### config.mk
export PLATFORM = sky130hd
export DESIGN_NAME = gpio_debounce
export DESIGN_NICKNAME = d
export VERILOG_FILES = /design/src/rtl/gpio_debounce.sv
export SDC_FILE = /design/constraint.sdc
export NUM_CORES = 1
export LEC_CHECK = 0
export ABC_AREA = 1
export CAP_MARGIN = 20
export CORE_MARGIN = 8
export CORE_UTILIZATION = 25
export DETAILED_ROUTE_END_ITERATION = 16
export GPL_ROUTABILITY_DRIVEN = 1
export GPL_TIMING_DRIVEN = 0
export HOLD_SLACK_MARGIN = 0.03
export MAX_ROUTING_LAYER = met4
export PLACE_DENSITY_LB_ADDON = 0.08
export SLEW_MARGIN = 10
export SYNTH_ARGS = -nofsm -noshare
export SYNTH_HDL_FRONTEND = slang
export SYNTH_SLANG_ARGS = --single-unit
### constraint.sdc
create_clock -name clk -period 1.8 [get_ports clk]
set_input_delay 0.45 -clock clk [delete_from_list [all_inputs] [get_ports clk]]
set_output_delay 0.45 -clock clk [all_outputs]
set_load 0.1 [all_outputs]
### src/rtl/gpio_debounce.sv
// Multi-channel GPIO debouncer: 2-flop synchronizer, shared sample-tick prescaler and a
// per-channel four-state FSM that accepts a level after STABLE_TICKS stable ticks.
module gpio_debounce #(
  parameter int unsigned NUM_CH       = 9,
  parameter int unsigned TICK_DIV     = 1000,
  parameter int unsigned STABLE_TICKS = 10
) (
  input  logic              clk,
  input  logic              rst,
  input  logic [NUM_CH-1:0] raw_in,
  output logic [NUM_CH-1:0] clean_out,
  output logic [NUM_CH-1:0] rise_pulse,
  output logic [NUM_CH-1:0] fall_pulse,
  output logic              any_event
);

  localparam int unsigned DivW = $clog2(TICK_DIV);
  localparam int unsigned CntW = (STABLE_TICKS > 1) ? $clog2(STABLE_TICKS) : 1;
  localparam logic [DivW-1:0] DivLast = DivW'(TICK_DIV - 1);
  localparam logic [CntW-1:0] CntLast = CntW'(STABLE_TICKS - 1);

  // Bit 1 of the encoding is the debounced level, so clean_out falls straight out of state.
  localparam logic [1:0] S_LOW       = 2'b00;
  localparam logic [1:0] S_WAIT_HIGH = 2'b01;
  localparam logic [1:0] S_HIGH      = 2'b11;
  localparam logic [1:0] S_WAIT_LOW  = 2'b10;

  logic [NUM_CH-1:0] sync1_q, sync_in;
  logic [DivW-1:0]   div_q;
  logic              tick;
  logic [1:0]        state_q [NUM_CH];
  logic [1:0]        state_d [NUM_CH];
  logic [CntW-1:0]   cnt_q   [NUM_CH];
  logic [CntW-1:0]   cnt_d   [NUM_CH];
  logic [NUM_CH-1:0] rise_d, fall_d, rise_q, fall_q;
  logic              any_q;

  assign tick = (div_q == DivLast);

  always_ff @(posedge clk) begin
    if (rst) begin
      sync1_q <= '0;
      sync_in <= '0;
      div_q   <= '0;
    end else begin
      sync1_q <= raw_in;
      sync_in <= sync1_q;
      div_q   <= tick ? '0 : div_q + 1'b1;
    end
  end

  always_comb begin
    for (int i = 0; i < NUM_CH; i++) begin
      state_d[i] = state_q[i];
      cnt_d[i]   = cnt_q[i];
      rise_d[i]  = 1'b0;
      fall_d[i]  = 1'b0;
      unique case (state_q[i])
        S_LOW: begin
          if (sync_in[i]) begin
            state_d[i] = S_WAIT_HIGH;
            cnt_d[i]   = '0;
          end
        end
        S_WAIT_HIGH: begin
          // A bounce back to low takes priority over a coincident tick.
          if (!sync_in[i]) begin
            state_d[i] = S_LOW;
            cnt_d[i]   = '0;
          end else if (tick) begin
            if (cnt_q[i] == CntLast) begin
              state_d[i] = S_HIGH;
              cnt_d[i]   = '0;
              rise_d[i]  = 1'b1;
            end else begin
              cnt_d[i] = cnt_q[i] + 1'b1;
            end
          end
        end
        S_HIGH: begin
          if (!sync_in[i]) begin
            state_d[i] = S_WAIT_LOW;
            cnt_d[i]   = '0;
          end
        end
        S_WAIT_LOW: begin
          if (sync_in[i]) begin
            state_d[i] = S_HIGH;
            cnt_d[i]   = '0;
          end else if (tick) begin
            if (cnt_q[i] == CntLast) begin
              state_d[i] = S_LOW;
              cnt_d[i]   = '0;
              fall_d[i]  = 1'b1;
            end else begin
              cnt_d[i] = cnt_q[i] + 1'b1;
            end
          end
        end
      endcase
    end
  end

  always_ff @(posedge clk) begin
    if (rst) begin
      for (int i = 0; i < NUM_CH; i++) begin
        state_q[i] <= S_LOW;
        cnt_q[i]   <= '0;
      end
      rise_q <= '0;
      fall_q <= '0;
      any_q  <= 1'b0;
    end else begin
      for (int i = 0; i < NUM_CH; i++) begin
        state_q[i] <= state_d[i];
        cnt_q[i]   <= cnt_d[i];
      end
      rise_q <= rise_d;
      fall_q <= fall_d;
      any_q  <= |(rise_d | fall_d);
    end
  end

  always_comb begin
    for (int i = 0; i < NUM_CH; i++) begin
      clean_out[i] = state_q[i][1];
    end
  end

  assign rise_pulse = rise_q;
  assign fall_pulse = fall_q;
  assign any_event  = any_q;

endmodule

== Word level (Yosys, flattened, before mapping) ==
Memories as Yosys holds them, arrays and structs flattened.
Cells that the tools add are included.

* Word-level logic and storage cells: 304
* Memories kept: 2
* Output and inout bits: 28
* Bits in writable memories: 54
* Register bits: 47

* Eq/ne operators: 37
* Reduce and logical (&&, ||, !) cells: 11
* Mux-type cells: 219
* $add $sub $neg: 10
* Bitwise logic cells: 19

{| class="wikitable"
|+ Memory list
! memory !! depth !! width !! read ports !! clocked after memory_dff !! write ports !! RTL line !! source
|-
| cnt_q || 9 || 4 || 9 || 0 || 9 || 33 || <nowiki>logic [CntW-1:0] cnt_q [NUM_CH];</nowiki>
|-
| state_q || 9 || 2 || 9 || 0 || 9 || 31 || <nowiki>logic [1:0] state_q [NUM_CH];</nowiki>
|}

{| class="wikitable"
|+ Operator list
! cell !! number
|-
| $mux 4 || 63
|-
| $mux 2 || 81
|-
| $pmux 4 s4 || 9
|-
| $pmux 2 s4 || 9
|-
| $mux 1 || 57
|-
| $add 4x1->4 const B || 9
|-
| $eq 2x2->1 const B || 18
|-
| $eq 4x4->1 const B || 9
|-
| $eq 2x1->1 const B || 9
|-
| $logic_not 2->1 || 9
|-
| $or 1x1->1 || 18
|-
| $add 10x1->10 const B || 1
|-
| $eq 10x10->1 const B || 1
|-
| $or 9x9->9 || 1
|-
| $reduce_or 9->1 || 1
|-
| $reduce_or 2->1 || 1
|}

== Logic depth before layout (Yosys ltp) ==
* Depth in word-level cells: 7
* Depth in mapped cells: 12
* Gate-level depth less buffers: 11

== Worst setup path before layout ==
OpenSTA, ideal clock, no wires.

* Path kind: flip-flop to flip-flop
* From: register div_q[0]
* To: memory state_q[0][0]
* Library setup time: 0.116 ns
* Buffers on the path: 0
* Required time: 1.684 ns
* Clock period less this slack: 1.597 ns
* Path slack: 0.203 ns
* Stages on the path, launching flop included: 11
* Arrival: 1.482 ns
* Cells stage by stage: dfxtp_1 -> ha_1 -> nand2_2 -> inv_2 -> nand2_1 -> nor2_1 -> nand2_1 -> o21ai_0 -> nand2_1 -> o21ai_0 -> nor2_1

{| class="wikitable"
|+ RTL lines
! element !! RTL line !! source
|-
| from (decl) || 29 || <nowiki>logic [DivW-1:0] div_q;</nowiki>
|-
| from (signal assigned) || 48 || <nowiki>div_q <= tick ? '0 : div_q + 1'b1;</nowiki>
|-
| to (decl) || 31 ||
|}

==> impl_metrics.csv <==
group,metric,value,unit
outcome,status,"finished clean",
worst_setup_path,startpoint_type,"flop",
timing,fin_setup_tns,0,ps
cts,cts-buffers-inserted,9,
finish,layout.nets,897,
cts,tritoncts,"done",
timing,tightest_slew,734,ps
cts,clk_latency,350,ps
timing,hold_violations,0,
cts,holdBufCountCts,0,
timing,slew_viol_final,0,
place,port_buffers,37,
place,post-place-ws,-722,ps
place,dp.cells,1094,
synthesis,synthFlopType,"dfxtp_1",
timing,fmax,576,MHz
synthesis,syn_area,5520,um2
synthesis,yosys.area_share.simple,0.284,
timing,holdWs,401,ps
finish,fill_cells,2451,
synthesis,netlist_instances,777,
cts,clock_path_buffers,2,
drt,drc,0,
timing,rsz0062_at_grt,"true",
drt,wl_per_cell,12.7,um
synthesis,yosysUniqueCellTypes,43,
drt,final_antenna_net_count,0,
cts,cts-root-buf,"clkbuf_16",
global_routing,grt_antenna_before_repair,0,
synthesis,ys_seq_elements,101,
drt,drt-initial-drc-count,207,
floorplan,core_area,21800,um2
global_routing,grt_pass1_vias,4672,
global_routing,grt_remaining_overflow,0,
power,ir_drop,0.748,mV
timing,setup_viol,0,
power,power.leakage,0.00293,uW
synthesis,synth_top_family_by_area,"simple AND/OR/NAND/NOR gates",
global_routing,grt_max_degree,15,
synthesis,muxShareOfSynthArea,0,
synthesis,synth_top_cell_area_share,0.366,
cts,path_clk_slew,60,ps
finish,fin_cells,1115,
floorplan,ios,39,
synthesis,async_reset_ff_frac,0,
synthesis,syn_nets,843,
power,powerDensity,1080,nW/um2
job,maxCapViolCount,0,
timing,slew_headroom,0.511,
synthesis,synth.area.top_cells,"dfxtp_1 (37%), ha_1 (12%), nand2_1 (10%)",
floorplan,start_util,0.254,
place,post-dp-hpwl,10500,um
worst_setup_path,cp_data_required_time,1350,ps
worst_setup_path,path_max_fanout,5,
finish,area_growth,20.3,%
synthesis,ys_seq_area_frac,0.366,
synthesis,yosys_warnings,0,
synthesis,synth_edf_count,0,
floorplan,die_h,165,um
cts,htree_levels,3,
worst_setup_path,cp-end-kind,"primary output",
timing,fin_worst_skew,7.66,ps
cts,cts_sinks,101,
worst_setup_path,arrival,1290,ps
drt,dr.pass1.iters,4,
worst_setup_path,setup.worst_path.class,"flop to primary output",
synthesis,syn_area_per_cell,7.11,um2
floorplan,die_w,165,um
timing,fin_crit_sh,0.965,
synthesis,synth_fa_ha_area_frac,0.125,
place,place_congestion,0.751,
finish,postLayoutCoreUtil,0.306,
synthesis,yosysTopAreaCell,"dfxtp_1",
finish,diodes,0,
global_routing,grt_use_total,0.113,
synthesis,synth-compound-area-share,0.108,
drt,wirelength,14100,um
drt,vias_per_cell,4.26,
floorplan,dieArea,27100,um2
timing,fin_crit,1740,ps
timing,worst_slack,62.6,ps
finish,drive_gt1_frac,0.123,
synthesis,synth_xor_area_frac,0.00476,
global_routing,grt_pass1_wl,23300,um
drt,vias,4745,
floorplan,rows,54,
worst_hold_path,hp-class,"flop to flop",
## logic make-up after synthesis
logic type / Yosys count
simple gates: 357
compound gates: 109
buf+inv: 152
xor+xnor: 3
flops: 101
fa+ha+maj: 55
## Yosys cell counts (all sizes together), types with 4 or more instances
cell    count
ha         55
inv       128
a211oi      5
o21ai      40
nor2      106
dfxtp     101
nor3       22
nand3      51
a21oi      49
clkbuf      4
buf        16
nand2     157
a21o        4
nand4      12
clkinv      4
## worst max-delay path, stage by stage, from the launching register on
cell,delay [ps]
dfxtp_1,400
buf_4,130
buf_2,410
## placed cells by master, fill, tap and decap left out, types with 2 or more instances in the layout
cell             count
nand2_1            150
inv_1              124
clkbuf_2             3
clkinv_1             3
a21oi_1             48
clkbuf_16            9
nor3b_1              3
ha_1                54
o21ai_2              3
nand3_1             49
nand2_4              4
nor3_1              19
nor2_1              96
dfxtp_1             93
buf_1                2
xnor2_1              3
dfxtp_2              8
clkbuf_1             4
buf_6                2
nor3_2               2
nor2_4               2
o31ai_1              2
o21a_1               3
clkinv_2             2
nand2_2              3
nor2_2               6
clkdlybuf4s50_1      9
buf_2               10
nor2_8               2
o21ai_1             16
a21o_1               4
inv_2                3
clkdlybuf4s15_2     19
buf_4               16
nand4_1             12
o21ai_0             21
a211oi_1             5
o211a_1              2
## final timing paths
| path | start | end | slack, ps | cells after the start |
|---|---|---|---|---|
| setup / recovery | state_q[0][17]$_SDFFE_PP0P_ | clean_out[8] | 60 | 2 |
| hold / removal | sync1_q[2]$_SDFF_PP0_ | sync_in[2]$_SDFF_PP0_ | 400 | 2 |
| setup reg to reg | div_q[7]$_SDFF_PP0_ | cnt_q[0][31]$_SDFFE_PP0P_ | 140 | 11 |
| hold reg to reg | sync1_q[2]$_SDFF_PP0_ | sync_in[2]$_SDFF_PP0_ | 400 | 2 |
## routing by layer
layer  vias up  track usage  wire [um]
met4         0       0.0455        218
met3        12       0.0182        562
met2        55        0.184       6540
li1       2563            -          -
met1      2115        0.137       6810
met5         -            -          0
## registers in the layout (all words and copies together), names as in the netlist
register / cells
sync_in: 9
cnt_q: 36
sync1_q: 9
div_q: 10
fall_pulse: 9
state_q: 18
any_event: 1
rise_pulse: 9
## stage by stage
stage	area (um2)	total power, uW
5_1_grt	6650	7820
3_3_place_gp	6240	5490
6_report	6650	7210
2_1_floorplan	5520	4810
3_5_place_dp	6240	5460
4_1_cts	6570	7300
## cell type report
cell class / instances / area (um2) / area share
Buffer: 20 / 128 / 0.0192
Clock buffer: 13 / 250 / 0.0376
Clock inverter: 2 / 10.0 / 0.00151
Inverter: 132 / 505 / 0.0760
Multi-Input combinational cell: 524 / 2970 / 0.447
Sequential cell: 101 / 2030 / 0.306
Tap cell: 280 / 350 / 0.0527
Timing Repair Buffer: 43 / 403 / 0.0606
## repair_timing
action                                 in CTS  in global routing
endpoints found under the hold margin       0                  0
setup endpoints to repair                  92                 67
resized for setup                         115                 45
setup buffers                               6                  0
pin swaps                                   3                  3
## where the power goes
part           internal [uW]  total [uW]  switching, uW
Combinational            839        2780           1950
Clock                    967        1810            847
Sequential              2430        2610            182
No activity file was read; power rests on OpenSTA's default activity.
==> patch: new RTL, same settings <==
Change the parameter `NUM_CH` from 9 to 10.
--- a/src/rtl/gpio_debounce.sv
+++ b/src/rtl/gpio_debounce.sv
@@ -2,5 +2,5 @@
 // per-channel four-state FSM that accepts a level after STABLE_TICKS stable ticks.
 module gpio_debounce #(
-  parameter int unsigned NUM_CH       = 9,
+  parameter int unsigned NUM_CH       = 10,
   parameter int unsigned TICK_DIV     = 1000,
   parameter int unsigned STABLE_TICKS = 10
Ports: changed (resized clean_out, fall_pulse, raw_in and rise_pulse); port bits go from 39 to 43. The function was not compared with the original's and may differ.
==> patch against the unedited design <==
  * The flow now finishes with violations (setup timing)
  * Wire length up 21%
  * Setup slack worse by 0.090 ns
  * Non-clock buffer count rose by 25
  * Area after synthesis is 8.7% higher
  * Cell area is 15% higher
  * Power increased by 16%
  * Sequential power grew 10%
  * Sequential cell count rose by 10
  * Hold slack gained 0.0021 ns
  * Clock skew grew 0.0032 ns
  * Highest routed layer unchanged
==> patch: results (changes against the unedited design) <==
- Post-synth cell types: 39 (-9.3%)
- Status: complete, but fails checks
- Net count reported at finish: 975 (+8.7%)
- Fin Hold WS: 0.403 ns (+0.00208 ns)
- Clk pin slew, worst setup/hold paths: 0.08 ns (+0.02 ns)
- Violated checks: setup timing
- Vias per cell: 4.29 (+0.91%)
- Peak supply drop: 0.623 mV (-17%)
- Max transition margin: 0.428 (-0.0832)
- Vias in the first global route: 5031 (+7.7%)
- Largest net degree at the start of global routing: 20 (+5)
- Post-Synth Adder-Cell Area: 0.127 (+0.00248)
- Core Area: 0.0235 sq mm (+8.2%)
- I/O Buffers: 41 (+11%)
- Worst r2r src: div_q[0]$_SDFF_PP0_
- R2R depth: 12 (+1)
- Largest regs: cnt_q (40), state_q (20)
- Placed cell area: 0.00682 sq mm (+9.2%)
- Count of final setup violators: 1 (+1)
- Setup slack after layout: -0.0276 ns (-0.0901 ns)
- Dpl ws: -0.348 ns (+0.374 ns)
- Crit path to: any_event$_SDFF_PP0_
- Compound-Gate Fraction of Synth Area: 0.137 (+0.0288)
- CP max stage delay: 0.36 ns (-0.05 ns)
- Leak Pwr: 3.24 nW (+10%)
- 1st-iter DRT viols: 224 (+8.2%)
- Share of layout cells above drive strength 1: 0.191 (+0.0674)
- Final WL: 17100 um (+21%)
- WP data arrival: 2.10 ns (+0.81 ns)
- Total negative slack: -0.0276 ns (-0.0276 ns)
- Seq/Total Area, Yosys: 0.370 (+0.00390)
- Post-CTS sizing: 149 (+30%)
- RePlAce Congestion: 0.779 (+3.7%)
- Synth Area in XOR/XNOR: 0.00437 (-0.000382)
- GRT Total Usage: 0.122 (+0.00920)
- Hpwl dp: 12100 um (+16%)
- Critical path's top delay family: simple AND/OR/NAND/NOR gates
- Global-route wire length before repair: 26900 um (+15%)
- Hold_sp: sync1_q[5]$_SDFF_PP0_
- Worst path slowest cell: dfxtp_2
- DP Cell Count: 1189 (+8.7%)
-- patch: cell types whose count changed after synthesis, sizes merged, moves of 6 or more --
| cell | delta |
|---|---|
| ha | +6 |
| nor2 | +38 |
| dfxtp | +10 |
| clkbuf | +7 |
| nand3 | -7 |
| nand4 | +9 |
| nand2 | -48 |
| o211ai | +8 |
| a21oi | +10 |
| nor3 | -11 |
| o21ai | +20 |
-- patch: power by group --
part           internal (mW)  total, mW  switching, mW
Clock                   1.10       2.13           1.03
Combinational           1.09       3.40           2.30
Sequential              2.67       2.87          0.201
Total                   4.86       8.39           3.53
-- patch: layout make-up --
cell class,instances,area (sq um)
repair buffers,62,618
multi-input cells,556,3400
plain buffers,26,188
inverters,136,526
clock inverters,7,80.1
clock buffers,9,225
fillers,2594,15900
well taps,319,399
flip-flops and latches,111,2230
-- patch: metal layers --
metal / wire, um / GRT usage
met5: 0 / -
met2: 7730 / 0.188
met4: 251 / 0.0435
met3: 557 / 0.0230
met1: 8530 / 0.157
